===== src/rtl/uart_rx_os16.sv =====
// 16x-oversampled UART receiver: majority-vote bit decisions, start glitch rejection,
// parity/framing/overrun reporting and a single-entry valid/ready holding register.
module uart_rx_os16 #(
  parameter logic [31:0] clk_freq_hz  = 32'd22118400,
  parameter logic [19:0] baudrate     = 20'd115200,
  parameter bit          sel_check    = 1'b1,
  parameter bit          parity_check = 1'b1
) (
  input  logic       clk,
  input  logic       rst_n,
  input  logic       uart_rx_i,
  input  logic       uart_rx_rdy_i,
  output logic       uart_rx_vld_o,
  output logic [7:0] uart_rx_data_o,
  output logic       uart_rx_perr_o,
  output logic       uart_rx_ferr_o,
  output logic       uart_rx_ovr_o,
  output logic       uart_rx_busy_o
);

  localparam int unsigned DIV   = clk_freq_hz / (32'(baudrate) * 32'd16);
  localparam int unsigned DIV_W = (DIV > 1) ? $clog2(DIV) : 1;

  typedef enum logic [2:0] {IDLE, START, DATA, PARITY, STOP, BREAK} state_t;

  state_t           state, state_nxt;
  logic             rx_meta, rxs, rxs_q;
  logic [DIV_W-1:0] div_cnt;
  logic [3:0]       samp_cnt;
  logic             s7, s8;
  logic             tick, decide, maj;
  logic [2:0]       bit_idx;
  logic [7:0]       shreg;
  logic             pbit;
  logic             frame_done, perr_calc;

  always_ff @(posedge clk or negedge rst_n) begin
    if (!rst_n) begin
      rx_meta <= 1'b1;
      rxs     <= 1'b1;
      rxs_q   <= 1'b1;
    end else begin
      rx_meta <= uart_rx_i;
      rxs     <= rx_meta;
      rxs_q   <= rxs;
    end
  end

  assign tick   = (div_cnt == DIV_W'(DIV - 1));
  assign decide = tick && (samp_cnt == 4'd8);
  assign maj    = (s7 & s8) | (s7 & rxs) | (s8 & rxs);

  // Counters sit at zero in IDLE so the first tick lands DIV clocks after the start edge.
  always_ff @(posedge clk or negedge rst_n) begin
    if (!rst_n) begin
      div_cnt  <= '0;
      samp_cnt <= '0;
      s7       <= 1'b1;
      s8       <= 1'b1;
    end else if (state == IDLE) begin
      div_cnt  <= '0;
      samp_cnt <= '0;
    end else if (tick) begin
      div_cnt  <= '0;
      samp_cnt <= samp_cnt + 4'd1;
      if (samp_cnt == 4'd6) s7 <= rxs;
      if (samp_cnt == 4'd7) s8 <= rxs;
    end else begin
      div_cnt <= div_cnt + DIV_W'(1);
    end
  end

  always_ff @(posedge clk or negedge rst_n) begin
    if (!rst_n) state <= IDLE;
    else        state <= state_nxt;
  end

  always_comb begin
    state_nxt = state;
    unique case (state)
      IDLE:    if (rxs_q && !rxs) state_nxt = START;
      START:   if (decide) state_nxt = maj ? IDLE : DATA;
      DATA:    if (decide && bit_idx == 3'd7) state_nxt = sel_check ? PARITY : STOP;
      PARITY:  if (decide) state_nxt = STOP;
      STOP:    if (decide) state_nxt = maj ? IDLE : BREAK;
      BREAK:   if (rxs) state_nxt = IDLE;
      default: state_nxt = IDLE;
    endcase
  end

  always_comb begin
    uart_rx_busy_o = (state != IDLE);
  end

  always_ff @(posedge clk or negedge rst_n) begin
    if (!rst_n) begin
      bit_idx <= '0;
      shreg   <= '0;
      pbit    <= 1'b0;
    end else begin
      if (state == START) bit_idx <= '0;
      if (state == DATA && decide) begin
        shreg   <= {maj, shreg[7:1]};
        bit_idx <= bit_idx + 3'd1;
      end
      if (state == PARITY && decide) pbit <= maj;
    end
  end

  assign frame_done = (state == STOP) && decide;
  assign perr_calc  = sel_check && ((^shreg ^ pbit) != parity_check);

  // A completion coinciding with a consumer accept replaces the held byte instead of overrunning.
  always_ff @(posedge clk or negedge rst_n) begin
    if (!rst_n) begin
      uart_rx_vld_o  <= 1'b0;
      uart_rx_data_o <= '0;
      uart_rx_perr_o <= 1'b0;
      uart_rx_ferr_o <= 1'b0;
      uart_rx_ovr_o  <= 1'b0;
    end else if (frame_done) begin
      if (!uart_rx_vld_o || uart_rx_rdy_i) begin
        uart_rx_vld_o  <= 1'b1;
        uart_rx_data_o <= shreg;
        uart_rx_perr_o <= perr_calc;
        uart_rx_ferr_o <= ~maj;
        uart_rx_ovr_o  <= 1'b0;
      end else begin
        uart_rx_ovr_o  <= 1'b1;
      end
    end else if (uart_rx_vld_o && uart_rx_rdy_i) begin
      uart_rx_vld_o  <= 1'b0;
      uart_rx_perr_o <= 1'b0;
      uart_rx_ferr_o <= 1'b0;
      uart_rx_ovr_o  <= 1'b0;
    end
  end

endmodule

===== config.mk =====
export PLATFORM = sky130hd
export DESIGN_NAME = uart_rx_os16
export DESIGN_NICKNAME = d
export VERILOG_FILES = /design/src/rtl/uart_rx_os16.sv
export SDC_FILE = /design/constraint.sdc
export NUM_CORES = 1
export LEC_CHECK = 0
export CAP_MARGIN = 40
export CORE_ASPECT_RATIO = 0.6
export CORE_UTILIZATION = 40
export CTS_BUF_LIST = sky130_fd_sc_hd__clkbuf_8
export DETAILED_ROUTE_END_ITERATION = 12
export PLACE_DENSITY = 0.57
export SLEW_MARGIN = 20
export SYNTH_ARGS = -nofsm -noshare
export SYNTH_HDL_FRONTEND = slang
export SYNTH_SLANG_ARGS = --single-unit

===== constraint.sdc =====
create_clock -name clk -period 4.2 [get_ports clk]
set_input_delay 0.42 -clock clk [delete_from_list [all_inputs] [get_ports clk]]
set_output_delay 0.42 -clock clk [all_outputs]
set_load 0.02 [all_outputs]

# Yosys cells after proc, flatten, opt, wreduce, memory -nomap -nowiden
# Cells that the tools add are included.
[totals]
wordCells = 90
input_bits = 4
out_inout_bits = 13
reg_bits = 40
[classes]
eq_ne = 17
bitwise = 9
n_mux = 24
addsub = 3
n_reduce_logical = 21
[ops]
columns = ["cell", "n"]
rows = [
  ["2-to-1 mux 3 bit", 9],
  ["case mux 3 bit (6 select lines)", 1],
  ["2-to-1 mux 4 bit", 4],
  ["!= test 2 bit (second input constant)", 5],
  ["equality test 3 bit (second input constant)", 3],
  ["2-to-1 mux 1 bit", 9],
  ["adder 4 x 1 -> 4 bit (second input constant)", 2],
  ["equality test 4 x 3 -> 1 bit (second input constant)", 2],
  ["equality test 4 bit (second input constant)", 2],
  ["XOR reduction 8 bit", 1],
  ["logical AND 1 bit", 7],
  ["equality test 3 x 2 -> 1 bit (second input constant)", 2],
  ["AND reduction 3 bit", 2],
  ["AND reduction 6 bit", 1],
  ["nonzero test 2 bit", 3],
  ["!= test 2 x 1 -> 1 bit (second input constant)", 2],
  ["AND reduction 2 bit", 2],
  ["adder 3 x 1 -> 3 bit (second input constant)", 1],
  ["AND 1 bit", 3],
  ["equality test 3 x 1 -> 1 bit (second input constant)", 1],
  ["zero test 3 bit", 1],
  ["inverter 1 bit", 3],
  ["nonzero test 3 bit", 1],
  ["zero test 1 bit", 2],
  ["4 further kinds", 5],
]

# Longest topological paths before layout
[logic_depth]
ltp_word = 6
depth_mapped = 8

# Worst setup path after synthesis
# Ideal clock, no wire load.
[synth_path]
path_type = "register to register"
startpoint = "register div_cnt[0]"
endpoint = "register uart_rx_data_o[0]"
stages_incl_launch_ff = 7
period_less_slack_ns = 1.793
setup_ns = 0.125
slack_ns = 2.407
path_buffers = 0
arrival_time_ns = 1.668
required_time_ns = 4.075
cell_sequence = "dfrtp_1 ha_1 nand3b_4 nor3_1 nand3_1 nor2_4 mux2_2"
[synth_between]
elab_chain_cells = 4
[synth_rtl]
columns = ["element", "line_no", "source"]
rows = [
  ["start: declaration", "28", "logic [DIV_W-1:0] div_cnt;"],
  ["start signal: assignment", "69", "div_cnt <= div_cnt + DIV_W'(1);"],
  ["equality test 4 bit", "49", "assign tick = (div_cnt == DIV_W'(DIV - 1));"],
  ["logical AND 1 bit", "50", "assign decide = tick && (samp_cnt == 4'd8);"],
  ["logical AND 1 bit", "110", "assign frame_done = (state == STOP) && decide;"],
  ["AND reduction 2 bit (no line)", "n/a", ""],
  ["end signal: assignment", "124", "uart_rx_data_o <= shreg;"],
  ["end: declaration", "14", "output logic [7:0] uart_rx_data_o,"],
]
# No other way between the ends.
# A chain may end at the register's enable or synchronous reset.

# Worst setup path in the final report
[layout_path]
startpoint = "register state[2]"
endpoint = "output port uart_rx_busy_o"
[layout_between]
elab_chain_cells = 1
[layout_rtl]
columns = ["element", "line_no", "source"]
rows = [
  ["start: declaration", "26", "state_t state, state_nxt;"],
  ["start signal: assignment", "75", "else state <= state_nxt;"],
  ["nonzero test 3 bit", "92", "uart_rx_busy_o = (state != IDLE);"],
  ["end: declaration", "18", "output logic uart_rx_busy_o"],
]
# No other way between the ends.

==> results.sh <==
export IMPL_vias=1220
export IMPL_grt_start_max_net_pins=29
export IMPL_sw_frac_of_total=0.286
export IMPL_area_growth_pct=18.3
export IMPL_finalSetupViolCount=0
export IMPL_grt_pass1_vias=1212
export IMPL_worstSetupStartpointType="flip-flop"
export IMPL_via_per_inst=5.04
export IMPL_slew_violations=0
export IMPL_io_pin_count=17
export IMPL_seq_area_mm2=0.00101
export IMPL_yosys_area_top_type="dfrtp_1"
export IMPL_final_util=0.494
export IMPL_clock_sinks=40
export IMPL_cts_root_buf="clkbuf_8"
export IMPL_p_leak_uw=0.00103
export IMPL_nNetsFinal=188
export IMPL_synth_area_mm2=0.00192
export IMPL_wl_um=3400
export IMPL_cts_clk_slew_worst_paths_ns=0.08
export IMPL_place_congestion=0.751
export IMPL_cp_max_fo=14
export IMPL_synth_most_common_cell="dfrtp_1"
export IMPL_worstMarginPinSlew_ns=0.630
export IMPL_dp_hpwl_um=2480
export IMPL_ir_drop_mv=0.140
export IMPL_cts_tree="done"
export IMPL_port_buffers=16
export IMPL_die_width_um=91.3
export IMPL_clock_skew_ns=0.00130
export IMPL_rsz0062_at_grt="false"
export IMPL_dieArea_mm2=0.00508
export IMPL_htree_levels=2
export IMPL_crit_required_ns=3.78
export IMPL_synth_edf_count=0
export IMPL_n_fill_cell=421
export IMPL_antenna_cells=0
export IMPL_p_clk_frac=0.340
export IMPL_outcome="finished clean"
export IMPL_internal_power_uw=710
export IMPL_hold_ws_ns=0.0235
export IMPL_power_uw=996
export IMPL_end_kind="output port"
export IMPL_p_seq_frac=0.485
export IMPL_routedWlPerCell_um=14.0
export IMPL_clk_latency_ns=0.28
export IMPL_combPwrFrac=0.175
export IMPL_drv_cap=0
export IMPL_p_switching_uw=285
export IMPL_fmax_ghz=0.399
export IMPL_post_cts_buffers=0
export IMPL_final_hold_viol_count=0
export IMPL_first_pass_iters=4
export IMPL_reg2reg_depth=6
export IMPL_cts_buffers=5
export IMPL_drc=0
export IMPL_initial_utilization=0.418
export IMPL_setup_tns_ns=0
export IMPL_place_area_mm2=0.00214
export IMPL_yosysSeqAreaShare=0.526
export IMPL_crit_arrival_ns=2.09
export IMPL_cts_resized_gates=0
export IMPL_syn_instance_count=159
export IMPL_synth_nets=169
export IMPL_drive_gt1_frac=0.212
export IMPL_track_usage=0.156
export IMPL_synth_top_area_frac=0.457
export IMPL_drt_iter0_drc=68
export IMPL_finalCritPeriodShare=0.597
export IMPL_fin_crit_ns=2.51
export IMPL_power_density_mw_per_mm2=439
export IMPL_grt_pass1_wl_um=6090
export IMPL_synth_seq_cells=40
export IMPL_cts_hold_buffers=0
export IMPL_multi_input_area_um2=860
export IMPL_synth_flop_cell="dfrtp_1"
export IMPL_overflow=0
export IMPL_final_antenna_net_count=0
export IMPL_relSlewSlack=0.577
export IMPL_core_area_mm2=0.00459
export IMPL_row_count=19
export IMPL_worstSetupPathType="reg -> out"
export IMPL_clockBufferDepth=2
export IMPL_antenna_found_initial=0
export IMPL_postSynth_asyncResetShare=1.00
export IMPL_synth_warnings=0
export IMPL_hold_path_class="in -> async"
export IMPL_die_h_um=55.6
export IMPL_ys_top_cells_by_area="dfrtp_1 (46%), mux2_2 (11%), dfstp_2 (6.9%)"
export IMPL_syn_mean_instance_area_um2=12.0
export IMPL_fin_area_mm2=0.00227
export IMPL_netlist_top_cells_count="dfrtp_1 (35), mux2_2 (18), nand2_1 (9), nor2_1 (9), o21ai_0 (8)"
export IMPL_synth_distinct_cells=38
[critical path: stages (launching register included)]
cell and delay, ns:
dfrtp_1 0.51, nor3_1 0.59, inv_1 0.14, clkdlybuf4s50_1 0.57
[final cells by class]
type / count / area share
Clock buffer: 7 / 0.0425
Sequential cell: 40 / 0.445
Clock inverter: 1 / 0.0133
Inverter: 5 / 0.00828
Multi-Input combinational cell: 109 / 0.379
Timing Repair Buffer: 17 / 0.0773
Tap cell: 63 / 0.0348
[through the flow]
stage          worst slack [ns]  cells
6_report                   1.69    242
4_1_cts                    1.70    242
5_1_grt                    1.55    242
3_3_place_gp               2.06    233
3_5_place_dp               2.01    234
2_1_floorplan              2.41    159
[cells in the final DEF (no fill, tap or decap), drive strengths merged]
| master | instances |
|---|---|
| clkdlybuf4s50 | 15 |
| or4 | 1 |
| a22o | 1 |
| xnor3 | 1 |
| o21ai | 8 |
| buf | 2 |
| mux2i | 4 |
| xor2 | 5 |
| clkbuf | 7 |
| mux2 | 18 |
| bufinv | 1 |
| o2bb2ai | 2 |
| a31oi | 1 |
| o22ai | 1 |
| o32ai | 1 |
| a32oi | 2 |
| and3b | 1 |
| and2 | 1 |
| nor3 | 3 |
| or3 | 1 |
| nand3 | 4 |
| nand4 | 1 |
| a21oi | 6 |
| maj3 | 1 |
| xnor2 | 5 |
| dfstp | 5 |
| nor3b | 3 |
| ha | 6 |
| nand3b | 3 |
| nor2 | 12 |
| nand2 | 9 |
| dfrtp | 35 |
| nand2b | 2 |
| nor2b | 4 |
| inv | 5 |
| o31ai | 2 |
[path summary, 6_finish.rpt]
kind | slack, ns | startpoint | to
min in group clk | 0.36 | rx_meta$_DFF_PN1_ | rxs$_DFF_PN1_
max in group asynchronous | 3.65 | rst_n | rx_meta$_DFF_PN1_
min | 0.02 | rst_n | uart_rx_data_o[6]$_DFFE_PN0P_
max | 1.69 | state[2]$_DFFE_PN0P_ | uart_rx_busy_o
max reg2reg | 2.04 | div_cnt[0]$_DFF_PN0_ | uart_rx_data_o[1]$_DFFE_PN0P_
min reg2reg | 0.36 | rx_meta$_DFF_PN1_ | rxs$_DFF_PN1_
[power by group through the flow]
stage | logic [uW] | registers [uW] | clock network [uW]
finish | 174 | 483 | 339
detailed placement | 176 | 489 | 0
global route | 200 | 491 | 365
floorplan | 143 | 463 | 0
global placement | 163 | 485 | 0
CTS | 177 | 483 | 350
[state kept, by name, indices dropped and copies added, names as in the netlist]
signal / count
uart_rx_vld_o: 1
rxs_q: 1
bit_idx: 3
pbit: 1
uart_rx_ovr_o: 1
rxs: 1
samp_cnt: 4
shreg: 8
uart_rx_data_o: 8
rx_meta: 1
uart_rx_ferr_o: 1
div_cnt: 4
s8: 1
uart_rx_perr_o: 1
state: 3
s7: 1
[cell families (layout without fill, tap and decap cells)]
kind of cell,Yosys count,count (layout),share of synthesized area
compound gates,24,24,0.0784
simple gates,45,45,0.142
flops,40,40,0.526
mux,22,22,0.127
fa+ha+maj,7,7,0.0444
buf+inv,10,30,0.0255
xor+xnor,11,11,0.0575
[routing by layer]
metal	vias to the layer above	wire [um]	global-route usage
li1	595	-	-
met1	603	1850	0.242
met2	18	1390	0.215
met3	4	132	0.0410
met4	0	22	0.0408
met5	-	0	0
Note: power is estimated with default switching activity, not from simulation.
